`src/rtl/mux_sel_pkg.sv`:
```
// Shared constants and state encoding for the mux select arbiter.
// Optional stall statistics are enabled with MUX_SEL_STATS_EN.
package mux_sel_pkg;
    localparam int NUM_SRC = 4;
    localparam int SEL_W   = 2;
    localparam int BEAT_W  = 4;

    typedef enum logic {
        IDLE,
        GRANT
    } state_e;
endpackage

```
`src/rtl/mux_sel_arbiter_rr_pick.sv`:
```
// Combinational round-robin picker: first requester after last_gnt, wrapping.
module rr_pick
    import mux_sel_pkg::*;
(
    input  logic [NUM_SRC-1:0] req,
    input  logic [SEL_W-1:0]   last_gnt,
    output logic [SEL_W-1:0]   idx,
    output logic               any
);
    logic [SEL_W-1:0] cand;

    always_comb begin
        idx  = '0;
        any  = 1'b0;
        cand = '0;
        // Offsets 1..NUM_SRC; the final offset wraps back to last_gnt itself.
        for (int k = 1; k <= NUM_SRC; k++) begin
            cand = last_gnt + SEL_W'(k);
            if (!any && req[cand]) begin
                idx = cand;
                any = 1'b1;
            end
        end
    end
endmodule

```
`src/rtl/mux_sel_arbiter.sv`:
```
// Round-robin packet arbiter driving the 4:1 mux SEL with a VALID/READY handshake.
// Define MUX_SEL_STATS_EN to add the saturating STALL_CNT output.
module mux_sel_arbiter
    import mux_sel_pkg::*;
#(
    parameter int MAX_BURST = 4
) (
    input  logic               CLK,
    input  logic               RST,
    input  logic [NUM_SRC-1:0] REQ,
    input  logic [NUM_SRC-1:0] LAST,
    input  logic               READY,
    output logic [SEL_W-1:0]   SEL,
    output logic [NUM_SRC-1:0] GNT,
    output logic               VALID
`ifdef MUX_SEL_STATS_EN
    ,
    output logic [7:0]         STALL_CNT
`endif
);
    state_e             state_q, state_d;
    logic [SEL_W-1:0]   sel_q, sel_d;
    logic [NUM_SRC-1:0] gnt_q, gnt_d;
    logic [SEL_W-1:0]   last_q, last_d;
    logic [BEAT_W-1:0]  beat_q, beat_d;

    logic [SEL_W-1:0]   pick_idx;
    logic               pick_any;
    logic               xfer;
    logic               burst_end;

    rr_pick u_pick (
        .req      (REQ),
        .last_gnt (last_q),
        .idx      (pick_idx),
        .any      (pick_any)
    );

    assign VALID     = (state_q == GRANT) && REQ[sel_q];
    assign xfer      = VALID && READY;
    assign burst_end = (beat_q == BEAT_W'(MAX_BURST - 1));
    assign SEL       = sel_q;
    assign GNT       = gnt_q;

    always_comb begin
        state_d = state_q;
        sel_d   = sel_q;
        gnt_d   = gnt_q;
        last_d  = last_q;
        beat_d  = beat_q;
        unique case (state_q)
            IDLE: begin
                if (pick_any) begin
                    state_d = GRANT;
                    sel_d   = pick_idx;
                    gnt_d   = NUM_SRC'(1) << pick_idx;
                    last_d  = pick_idx;
                    beat_d  = '0;
                end
            end
            GRANT: begin
                if (!REQ[sel_q] || (xfer && (LAST[sel_q] || burst_end))) begin
                    state_d = IDLE;
                    gnt_d   = '0;
                    beat_d  = '0;
                end else if (xfer) begin
                    beat_d = beat_q + 1'b1;
                end
            end
            default: state_d = IDLE;
        endcase
    end

    always_ff @(posedge CLK) begin
        if (RST) begin
            state_q <= IDLE;
            sel_q   <= '0;
            gnt_q   <= '0;
            last_q  <= SEL_W'(NUM_SRC - 1);
            beat_q  <= '0;
        end else begin
            state_q <= state_d;
            sel_q   <= sel_d;
            gnt_q   <= gnt_d;
            last_q  <= last_d;
            beat_q  <= beat_d;
        end
    end

`ifdef MUX_SEL_STATS_EN
    logic [7:0] stall_q;

    always_ff @(posedge CLK) begin
        if (RST) begin
            stall_q <= '0;
        end else if (VALID && !READY && (stall_q != 8'hFF)) begin
            stall_q <= stall_q + 8'd1;
        end
    end

    assign STALL_CNT = stall_q;
`endif
endmodule
```
`config.mk`:
```
export PLATFORM = sky130hd
export DESIGN_NAME = mux_sel_arbiter
export DESIGN_NICKNAME = d
export VERILOG_FILES = /design/src/rtl/mux_sel_pkg.sv /design/src/rtl/mux_sel_arbiter_rr_pick.sv /design/src/rtl/mux_sel_arbiter.sv
export SDC_FILE = /design/constraint.sdc
export NUM_CORES = 1
export LEC_CHECK = 0
export ABC_AREA = 1
export CORE_ASPECT_RATIO = 1.75
export CORE_MARGIN = 2
export CORE_UTILIZATION = 35
export CTS_CLUSTER_SIZE = 14
export DETAILED_ROUTE_END_ITERATION = 8
export SETUP_SLACK_MARGIN = 0.1
export SLEW_MARGIN = 0
export SYNTH_ARGS = -nofsm -noshare
export SYNTH_HDL_FRONTEND = slang
export SYNTH_SLANG_ARGS = --single-unit
export TNS_END_PERCENT = 100
```
`constraint.sdc`:
```
create_clock -name CLK -period 4.8 [get_ports CLK]
set_clock_uncertainty 0.05 [all_clocks]
set_input_delay 1.44 -clock CLK [delete_from_list [all_inputs] [get_ports CLK]]
set_output_delay 1.44 -clock CLK [all_outputs]
set_load 0.005 [all_outputs]
```
==> results.sh <==
export IMPL_status="finished, final reports clean"
export IMPL_drt_iter0_markers=14
export IMPL_postSynthCellCount=149
export IMPL_grt_pass1_vias=974
export IMPL_place_hpwl_mm=1.866
export IMPL_ys_seq_elements=13
export IMPL_ios=18
export IMPL_async_flop_share_pct=0
export IMPL_clkLatencyLatePin_ns=0.24
export IMPL_ant_nets=0
export IMPL_yosysWarnings=0
export IMPL_slew_headroom_pct=77.27
export IMPL_wl_per_cell_um=11.01
export IMPL_holdCritStartpoint="GNT[1]"
export IMPL_tightest_slew_ns=0.3404
export IMPL_reg2reg_slack_ns=2.92
export IMPL_grt_overflow=0
export IMPL_worst_slack_ns=0.2977
export IMPL_die_h_um=75.62
export IMPL_power_switching_mw=0.3870
export IMPL_cts_tree="yes"
export IMPL_syn_nets=161
export IMPL_syn_avg_cell_area_um2=6.886
export IMPL_startpoint="REQ[1]"
export IMPL_drc=0
export IMPL_p_leak_nw=0.5879
export IMPL_grt_usage_pct=14.41
export IMPL_drive_above_1_share_pct=23.81
export IMPL_clockBufferDepth=2
export IMPL_vdd_drop_max_v=0.0002525
export IMPL_rows=26
export IMPL_r2r_start="last_q[0]"
export IMPL_synth_ff_type="dfxtp_1"
export IMPL_dp_slack_ns=0.2259
export IMPL_antenna_found_initial=0
export IMPL_synth_top_cells_by_count="nand2_1 (46), inv_1 (16), dfxtp_1 (13), nand3_1 (11), nand2_2 (10)"
export IMPL_syn_to_final_growth_pct=21.71
export IMPL_whs_ns=0.4151
export IMPL_cts_sinks=13
export IMPL_multi_input_area_um2=651.9
export IMPL_setup_viol=0
export IMPL_fin_crit_sh_pct=93.80
export IMPL_vias_per_cell=4.878
export IMPL_syn_area_um2=1026
export IMPL_yosysTopAreaCellShare_pct=25.37
export IMPL_p_per_area_nw_per_um2=623.7
export IMPL_core_area_um2=2863
export IMPL_fin_nets=181
export IMPL_fp_dieW_um=44.93
export IMPL_cts_buffers=3
export IMPL_grt_pass1_wl_mm=3.788
export IMPL_fin_crit_ns=4.502
export IMPL_vias=956
export IMPL_die_area_um2=3397
export IMPL_hold_violations=0
export IMPL_ys_seq_area_share_pct=25.37
export IMPL_ys_top_cells_by_area="dfxtp_1 (25%), nand2_1 (17%), nand2_4 (9.9%)"
export IMPL_io_buffers=17
export IMPL_start_util_pct=35.84
export IMPL_place_gp_congestion=0.7916
export IMPL_critPathCaptureType="output pin"
export IMPL_cp_required_ns=3.31
export IMPL_fin_util_pct=43.62
export IMPL_fin_tns_setup_ns=0
export IMPL_seqPwrFrac_pct=23.2
export IMPL_intPower_mw=0.3918
export IMPL_max_freq_ghz=0.2221
export IMPL_h_tree_depth=1
export IMPL_yosys_area_top_type="dfxtp_1"
export IMPL_postPlaceCellArea_um2=1200
export IMPL_switching_share_pct=49.69
export IMPL_cp_arrival_ns=3.01
export IMPL_yosysMostFrequentCell="nand2_1"
export IMPL_ys_types=27
export IMPL_hp_class="reg2reg"
export IMPL_p_comb_share_pct=64.4
export IMPL_crit_path_max_fanout=3
export IMPL_fillers=316
export IMPL_critPathKind="in2out"
export IMPL_area_sequential_um2=260.3
export IMPL_drtPass1Iterations=4
export IMPL_rsz0062_at_grt="false"
export IMPL_clk_pin_slew_worst_paths_ns=0.05
export IMPL_synth_edff_count=0
export IMPL_grt_max_degree=13
export IMPL_root_buffer="clkbuf_8"
export IMPL_finalMaxSlewViolations=0
export IMPL_pwr_share_clk_pct=12.4
export IMPL_cts_setup_buffers=0
export IMPL_max_cap_violations=0
export IMPL_wirelength_mm=2.157
export IMPL_final_area_um2=1249
export IMPL_diodes=0
export IMPL_cp_start_kind="input port"
==> layout by cell type (no fill, tap or decap), drive strengths merged, types with 4 or more instances in the layout <==
cell,count
o21ai,8
inv,21
clkbuf,4
nor2,9
nand3,11
a21oi,9
nand2,65
nand4,4
dfxtp,13
clkdlybuf4s50,17
==> worst paths after layout <==
check                   end  cells after the start
setup reg to reg  beat_q[2]                     13
hold reg to reg      GNT[1]                      2
setup / recovery      VALID                      6
hold / removal       GNT[1]                      2
==> area by class of cell <==
cell class / count / share of cell area (%)
clock buffer: 4 / 3.607
inverter: 22 / 6.914
timing repair buffer: 17 / 13.63
sequential: 13 / 20.84
tap: 28 / 2.806
multi-input combinational: 112 / 52.20
==> stage by stage <==
stage          total power, mW  std cells
6_report                0.7789        196
5_1_grt                 0.8539        196
4_1_cts                 0.7842        196
3_5_place_dp            0.6870        192
3_3_place_gp            0.6759        192
2_1_floorplan           0.5830        149
==> critical path: stages <==
cell	delay, ns
clkdlybuf4s50_1	0.54
inv_1	0.08
a21oi_1	0.12
o21ai_0	0.12
a21oi_2	0.18
clkdlybuf4s50_1	0.52
==> power groups by stage <==
stage | sequential [mW] | clock [mW] | combinational [mW]
after floorplan | 0.170 | 0 | 0.413
after global placement | 0.183 | 0 | 0.493
after detailed placement | 0.184 | 0 | 0.503
after CTS | 0.182 | 0.0967 | 0.505
after global routing | 0.188 | 0.103 | 0.563
final | 0.181 | 0.0967 | 0.501
==> layer usage <==
layer | share of wire, % | global-route usage, % | vias up
li1 | - | - | 510
met1 | 38 | 14.45 | 437
met3 | 1.9 | 2.133 | 2
met5 | 0 | 0 | -
met2 | 60 | 29.52 | 7
met4 | 0.28 | 2.941 | 0
==> kinds of logic (layout without fill, tap and decap cells) <==
| group | Yosys count | in the layout | synth area share [%] |
|---|---|---|---|
| AND/OR/NAND/NOR | 91 | 91 | 48.54 |
| adder cells (fa/ha/maj) | 1 | 1 | 1.219 |
| AO/OA/AOI/OAI | 20 | 20 | 13.42 |
| buffers and inverters | 24 | 43 | 11.46 |
| flip-flops | 13 | 13 | 25.37 |
==> flip-flops by register name, summed over array words and instances, names as in the netlist <==
signal / cells
beat_q: 4
SEL: 2
GNT: 4
last_q: 2
state_q: 1
==> what timing repair did <==
action                     in CTS  in global routing
hold buffers                    0                  0
resized for setup               0                  1
setup endpoints to repair       0                  1
(Power assumes the default switching activity.)
